[src/rtl/clk_div_pkg.sv]
// Shared types and width helper for the programmable clock divider.
package clk_div_pkg;

  typedef enum logic [1:0] {
    IDLE      = 2'd0,
    WAIT_EDGE = 2'd1,
    DONE      = 2'd2
  } state_e;

  // Index of one of the two configuration requesters.
  typedef logic req_id_t;

  function automatic int DIV_W(input int max_div);
    return $clog2(max_div) + 1;
  endfunction

endpackage

[src/rtl/clk_div_core.sv]
// Divider datapath: half-period counter, output toggle, parking and
// glitch-free reload of the half-period at a boundary.
module clk_div_core #(
  parameter int W        = 9,
  parameter int INIT_DIV = 2
) (
  input  logic         clk,
  input  logic         reset,
  input  logic         enable,
  input  logic         load,
  input  logic [W-1:0] load_val,
  output logic [W-1:0] cur_div,
  output logic         clk_div,
  output logic         tick,
  output logic         fall,
  output logic         parked
);

  logic [W-1:0] cnt_q, cnt_d;
  logic [W-1:0] div_q, div_d;
  logic         clk_div_q, clk_div_d;
  logic         tick_q, tick_d;
  logic         at_end;

  assign at_end = (cnt_q == div_q);
  // A running high phase always completes, so parking only happens while low.
  assign parked = !enable && !clk_div_q;
  assign fall   = at_end && clk_div_q;

  always_comb begin
    cnt_d     = cnt_q + W'(1);
    div_d     = div_q;
    clk_div_d = clk_div_q;
    tick_d    = 1'b0;
    if (parked) begin
      cnt_d = W'(1);
    end else if (at_end) begin
      cnt_d     = W'(1);
      clk_div_d = ~clk_div_q;
      tick_d    = 1'b1;
    end
    // Only asserted on a falling boundary or while parked, so the new
    // half-period always starts from a fresh phase.
    if (load) begin
      div_d = load_val;
      cnt_d = W'(1);
    end
  end

  always_ff @(posedge clk or negedge reset) begin
    if (!reset) begin
      cnt_q     <= W'(1);
      div_q     <= W'(INIT_DIV);
      clk_div_q <= 1'b0;
      tick_q    <= 1'b0;
    end else begin
      cnt_q     <= cnt_d;
      div_q     <= div_d;
      clk_div_q <= clk_div_d;
      tick_q    <= tick_d;
    end
  end

  assign cur_div = div_q;
  assign clk_div = clk_div_q;
  assign tick    = tick_q;

endmodule

[src/rtl/clk_div_cfg_arb.sv]
// Programmable clock divider with a two-requester round-robin configuration
// arbiter; new half-periods take effect only at a falling edge or while parked.
module clk_div_cfg_arb
  import clk_div_pkg::*;
#(
  parameter int MAX_DIV  = 256,
  parameter int INIT_DIV = 2,
  parameter int W        = DIV_W(MAX_DIV)
) (
  input  logic         clk,
  input  logic         reset,
  input  logic         enable,
  input  logic [1:0]   req,
  input  logic [W-1:0] div_in0,
  input  logic [W-1:0] div_in1,
  output logic [1:0]   ack,
  output logic         err,
  output logic         busy,
  output logic [W-1:0] cur_div,
  output logic         clk_div,
  output logic         tick
);

  localparam logic [W-1:0] MAX_V = W'(MAX_DIV);

  state_e       state_q, state_d;
  req_id_t      ptr_q, ptr_d;
  req_id_t      pid_q, pid_d;
  logic [W-1:0] pval_q, pval_d;
  logic [1:0]   ack_q, ack_d;
  logic         err_q, err_d;
  logic         busy_q, busy_d;

  req_id_t      gnt;
  logic [W-1:0] gval;
  logic         bad;
  logic         load;
  logic         fall;
  logic         parked;

  // Round robin: a lone request wins outright, a tie goes to the pointer side.
  always_comb begin
    case (req)
      2'b01:   gnt = 1'b0;
      2'b10:   gnt = 1'b1;
      default: gnt = ptr_q;
    endcase
  end

  assign gval = gnt ? div_in1 : div_in0;
  assign bad  = (gval == '0) || (gval > MAX_V);

  always_comb begin
    state_d = state_q;
    ptr_d   = ptr_q;
    pid_d   = pid_q;
    pval_d  = pval_q;
    ack_d   = 2'b00;
    err_d   = 1'b0;
    load    = 1'b0;
    case (state_q)
      IDLE: begin
        if (|req) begin
          pid_d  = gnt;
          pval_d = gval;
          ptr_d  = ~gnt;
          if (bad) begin
            state_d    = DONE;
            ack_d[gnt] = 1'b1;
            err_d      = 1'b1;
          end else begin
            state_d = WAIT_EDGE;
          end
        end
      end
      WAIT_EDGE: begin
        if (fall || parked) begin
          load         = 1'b1;
          state_d      = DONE;
          ack_d[pid_q] = 1'b1;
        end
      end
      DONE:    state_d = IDLE;
      default: state_d = IDLE;
    endcase
    busy_d = (state_d != IDLE);
  end

  always_ff @(posedge clk or negedge reset) begin
    if (!reset) begin
      state_q <= IDLE;
      ptr_q   <= 1'b0;
      pid_q   <= 1'b0;
      pval_q  <= '0;
      ack_q   <= 2'b00;
      err_q   <= 1'b0;
      busy_q  <= 1'b0;
    end else begin
      state_q <= state_d;
      ptr_q   <= ptr_d;
      pid_q   <= pid_d;
      pval_q  <= pval_d;
      ack_q   <= ack_d;
      err_q   <= err_d;
      busy_q  <= busy_d;
    end
  end

  clk_div_core #(
    .W        (W),
    .INIT_DIV (INIT_DIV)
  ) u_core (
    .clk      (clk),
    .reset    (reset),
    .enable   (enable),
    .load     (load),
    .load_val (pval_q),
    .cur_div  (cur_div),
    .clk_div  (clk_div),
    .tick     (tick),
    .fall     (fall),
    .parked   (parked)
  );

  assign ack  = ack_q;
  assign err  = err_q;
  assign busy = busy_q;

endmodule

[config.mk]
export PLATFORM = sky130hd
export DESIGN_NAME = clk_div_cfg_arb
export DESIGN_NICKNAME = d
export VERILOG_FILES = /design/src/rtl/clk_div_pkg.sv /design/src/rtl/clk_div_core.sv /design/src/rtl/clk_div_cfg_arb.sv
export SDC_FILE = /design/constraint.sdc
export NUM_CORES = 1
export LEC_CHECK = 0
export ABC_AREA = 1
export CORE_MARGIN = 1
export CORE_UTILIZATION = 50
export DETAILED_ROUTE_END_ITERATION = 12
export DONT_BUFFER_PORTS = 1
export SLEW_MARGIN = 20
export SYNTH_ARGS = -nofsm -noshare
export SYNTH_HDL_FRONTEND = slang
export SYNTH_SLANG_ARGS = --single-unit
[constraint.sdc]
create_clock -name clk -period 3.95 [get_ports clk]
set_clock_uncertainty 0.05 [all_clocks]
set_input_delay 0.5925 -clock clk [delete_from_list [all_inputs] [get_ports clk]]
set_output_delay 0.5925 -clock clk [all_outputs]
set_load 0.005 [all_outputs]
## Word-level counts from Yosys, hierarchy flattened

Index checks and enable logic that the tools add are counted.

| word-level totals | value |
|---|---|
| flip-flop bits (word level) | 37 |
| output and inout bits | 15 |
| input bits | 23 |

| operators by class | value |
|---|---|
| mux-type cells | 24 |
| eq/ne operators | 4 |
| magnitude comparators | 5 |
| add/sub/neg operators | 1 |
| bitwise logic cells | 3 |
| reductions and logical operators | 14 |

Operators with widths:

| cell | count |
|---|---|
| $mux W9 | 4 |
| $mux W2 | 6 |
| $add A9 B1 Y9 const B | 1 |
| $eq A9 B9 Y1 | 1 |
| $gt A9 B9 Y1 const B | 1 |
| $logic_not A9 Y1 | 1 |
| $mux W1 | 9 |
| $pmux W2 S2 | 2 |
| $eq A2 B1 Y1 const B | 2 |
| $logic_and A1 B1 Y1 | 4 |
| $lt A1 B2 Y1 const B | 2 |
| $reduce_and A2 Y1 | 2 |
| $not A1 Y1 | 3 |
| $demux W1 S1 | 2 |
| $eq A2 B2 Y1 const B | 1 |
| $ge A1 B1 Y1 const B | 2 |
| $logic_not A1 Y1 | 2 |
| $logic_not A2 Y1 | 1 |
| $logic_or A1 B1 Y1 | 2 |
| $pmux W1 S2 | 1 |
| $reduce_bool A2 Y1 | 1 |
| $reduce_or A2 Y1 | 1 |

## Logic depth before layout (Yosys ltp)

| logic depth | value |
|---|---|
| depth in word-level cells | 9 |
| mapped depth | 13 |

## Hierarchy

A second synthesis with hierarchy kept.

| second synthesis, totals | value |
|---|---|
| cell total of the unflattened synthesis | 245 |
| area total of the unflattened synthesis | 2006.9 um^2 |

Modules (own cells, without submodules):

| module | cells each | instances | area each (um^2) |
|---|---|---|---|
| clk_div_core | 116 | 1 | 1004.7 |
| clk_div_cfg_arb | 129 | 1 | 1002.2 |

## Worst setup path before layout

OpenSTA, ideal clock, no wires.

| path | value |
|---|---|
| kind | in2reg |
| start | input req[0] |
| end | register ack_q[0], in the netlist ack[0] |
| path slack | 1.991 ns |
| stages on the path | 12 |
| arrival | 1.791 ns |
| path buffers | 0 |
| setup time | 0.118 ns |
| path through | inv_1 > ha_1 > inv_1 > nand2_4 > nand2_4 > nand2_1 > nand2_1 > nand2_1 > nor2_2 > nand3_1 > nand3_1 > nand2_1 |

| on the way | value |
|---|---|
| word-level cells in the longest chain between the ends | 9 |

RTL lines:

| item | RTL line | text |
|---|---|---|
| from (decl) | clk_div_cfg_arb.sv:13 | `input logic [1:0] req,` |
| parallel branches: the longest is 7 deep, another holds $gt A9 B9 Y1 | -- |  |
| $mux W2 * | clk_div_cfg_arb.sv:63 | `if (\|req) begin` |
| $pmux W2 S2 * | clk_div_cfg_arb.sv:61 | `case (state_q)` |
| net ack_d[0] | clk_div_cfg_arb.sv:30 | `logic [1:0] ack_q, ack_d;` |
| to (signal assigned) | clk_div_cfg_arb.sv:103 | `ack_q <= ack_d;` |
| to (decl) | clk_div_cfg_arb.sv:30 |  |

Mark *: on every way through the listed nets, which the timed path passes.
A chain may end at the register's enable or synchronous reset.

## Final worst setup path

| path | value |
|---|---|
| start | input req[0] |
| end | register ack_q[1], in the netlist ack[1] |

The elaborated chain is that of the path after synthesis.

==> metrics.txt <==
status=completed; fin crit share=46.36%; Clock transition at path regs=0.06 ns; Worst EP arrival=1.95 ns; critical-path cell list=inv_1 > ha_1 > inv_1 > nand2_4 > nand2_4 > nand2_1 > nand2_1 > nand2_1 > nor2_2 > nand3_1 > nand3_1 > nand2_1; Initial Utilization=52.51%; final count of negative-setup-slack endpoints=0; antenna cells=0; Max clock buf depth=2; Port Buffer Count=0; H-tree depth=2; flop2flop setup slack=2.22 ns; setup_tns=0 ns; HP Class=in -> async; # DRC=0; Via density=4.986; switching part of the total=38.55%; Congestion Overflow GR=0; CP Max Fanout=10; CTS tree=yes; first-pass GRT wire length=6368 um; Switch Pwr=0.5196 mW; Die ar.=4127 sq um; Hold Fails Final Rpt=0; global placer's final weighted congestion=0.7524; worst-case reg-to-reg path depth=8; Total Nets Final=267; Worst R2R Start=u_core.cur_div[1]$_DFFE_PN1N_; power share of the sequential group=47.9%; initial antenna violation count=0; initial drt markers=85; die width=64.24 um; Pleak=1.083 nW; startpoint types=input pin; total track usage=20.03%; Total Power Consumption=1.348 mW; root buffer cell=clkbuf_8; top-level I/O count=38; Sink Count=37; Cell Count, Final, Fillers Out=289; DRT Wirelength=3561 um; Peak VDD IR=0.2526 mV; DP Cell Count=281; Net Count, Synth=264; pre-CTS WS=1.806 ns; Worst-Skew Late Latency=0.28 ns; Initial DRT Pass Iterations=4; mapped cell area=1937 sq um; Seq cells post-synth=37; power density over the cells=656.4 nW/um^2; CTS buffer count=5; share of flip-flops with an asynchronous set or reset=100.0%; Avg WL per Cell=12.32 um; num rows=22; Comb power frac=33.1%; clock period minus worst slack=1.831 ns; number of global-route vias before repair=1417; sequential area share after synthesis=47.93%; crit path capture type=flop; setup bufs post-CTS=0; CP Data Required Time=4.07 ns; RSZ-0062 raised after global routing=no; setup slack after layout=2.119 ns; kind of critical path=in -> reg; YS warnings=0; Critical Path Source=req[0]; core area=3689 sq um; FMAX=546.1 MHz; most used flip-flop cell after synthesis=dfrtp_1; Post-synth EDFFs=0; internal power=0.8281 mW; Final Max Tran Viols=0; Post-Synthesis Cells=238; P&R area growth vs syn=6.008%; Critical R2R Capture=u_core.cur_div[0]$_DFFE_PN0N_; layout cells sized above 1=9.544%; HPWL after DPL=2706 um; Vias=1441; Worst path slowest cell=ha_1; max incr delay on CP=0.33 ns; Max Cap Viol=0; Slew HR=41.83%; average size of a mapped cell=8.138 sq um; clock power share=19.0%; pin count of the biggest net entering global routing=36; post-synth cell types=26; Worst Tran Pin Value=0.8693 ns; Final ANT Viol Nets=0; Die Span Y=64.24 um; CP most frequent cell=nand2_1; CP Capture Point=ack[1]$_DFF_PN0_
worst max-delay path: cells and delay by family:
| kind | cells | cell delay (ns) |
|---|---|---|
| buf+inv | 2 | 0.16 |
| fa+ha+maj | 1 | 0.33 |
| simple gates | 9 | 0.87 |
kinds of logic after synthesis:
| family | count (synthesis) | synth area share [%] |
|---|---|---|
| AOI/OAI and AO/OA | 16 | 4.263 |
| xor gates and xnor gates | 12 | 5.815 |
| adders and majority gates | 3 | 1.938 |
| buffers and inverters | 39 | 9.173 |
| DFF | 37 | 47.93 |
| and+or+nand+nor | 131 | 30.88 |
power by group through the flow:
stage	Clock [mW]	Combinational, mW	Sequential (mW)
2_1_floorplan	0	0.388	0.620
3_3_place_gp	0	0.428	0.649
3_5_place_dp	0	0.441	0.652
4_1_cts	0.267	0.454	0.645
5_1_grt	0.286	0.528	0.663
6_report	0.256	0.446	0.645
cell type report:
| class | instances | area, sq um |
|---|---|---|
| clock buffers | 7 | 86.33 |
| flip-flops and latches | 37 | 928.4 |
| fillers | 375 | 1635 |
| repair buffers | 1 | 20.02 |
| multi-input cells | 162 | 830.8 |
| inverters | 34 | 127.6 |
| well taps | 48 | 60.06 |
layer usage:
metal / wire length, um / share of wire, % / up-vias / track usage [%]
met2: 1814 / 51 / 32 / 35.26
met3: 98 / 2.8 / 2 / 5.000
met5: 0 / 0 / - / 0
met1: 1625 / 46 / 668 / 23.94
met4: 22 / 0.62 / 0 / 5.833
li1: - / - / 739 / -
placed cells by master (no fill, tap or decap), drive strengths merged, types with 2 or more instances in the layout:
master	instances
nor2	21
inv	34
nand3	26
dfrtp	35
a21oi	4
xor2	3
clkbuf	7
ha	3
dfstp	2
xnor2	9
nand3b	3
o21ai	10
a31oi	2
nand2	78
how the worst min path moves through the flow:
stage,end,slack [ns],cells after the start
final,u_core.cnt_q[2]$_DFF_PN0_,0.09,1
after global routing,u_core.cnt_q[0]$_DFF_PN1_,0.09,0
after CTS,u_core.cnt_q[7]$_DFF_PN0_,0.09,1
after detailed placement,u_core.tick$_DFF_PN0_,0.25,0
after global placement,u_core.tick$_DFF_PN0_,0.25,0
after floorplan,ack[0]$_DFF_PN0_,0.25,0
state kept, by name, summed over array words and instances, names as in the netlist:
signal and flops:
err 1, u_core.cnt_q 9, ack 2, pval_q 9, u_core.clk_div 1, pid_q 1, busy 1, state_q 2
ptr_q 1, u_core.cur_div 9, u_core.tick 1
through the flow:
step | instance area, sq um | hold WS (ns) | utilization [%]
global route | 2053 | 0.08594 | 55.66
CTS | 2053 | 0.08974 | 55.66
floorplan | 1937 | 0.2469 | -
global placement | 1947 | 0.2476 | 52.78
finish | 2053 | 0.09174 | 55.66
detailed placement | 1947 | 0.2477 | 52.78
cells in the mapped netlist (2+ instances only):
library cell  number  area, sq um
ha_1               3        37.54
nand3_2            2        20.02
a31oi_1            2        12.51
o21ai_0            9        45.04
clkbuf_1           2        7.510
nor2_1            17        63.81
nand3b_1           3        22.52
xnor2_1            8        70.07
nor2_2             4        25.02
nand2_4            4        45.04
dfrtp_1           35        875.8
nand3_1           24        120.1
nand2_2            2        12.51
nand2_1           72        270.3
buf_6              2        22.52
dfstp_2            2        52.55
inv_1             33        123.9
xor2_1             3        26.28
a21oi_1            4        20.02
repair_timing:
action / in CTS / in global routing
hold endpoints to repair: 35 / 0
hold buffers: 1 / 0
gates resized for setup: 0 / 0
(Power assumes the default switching activity.)
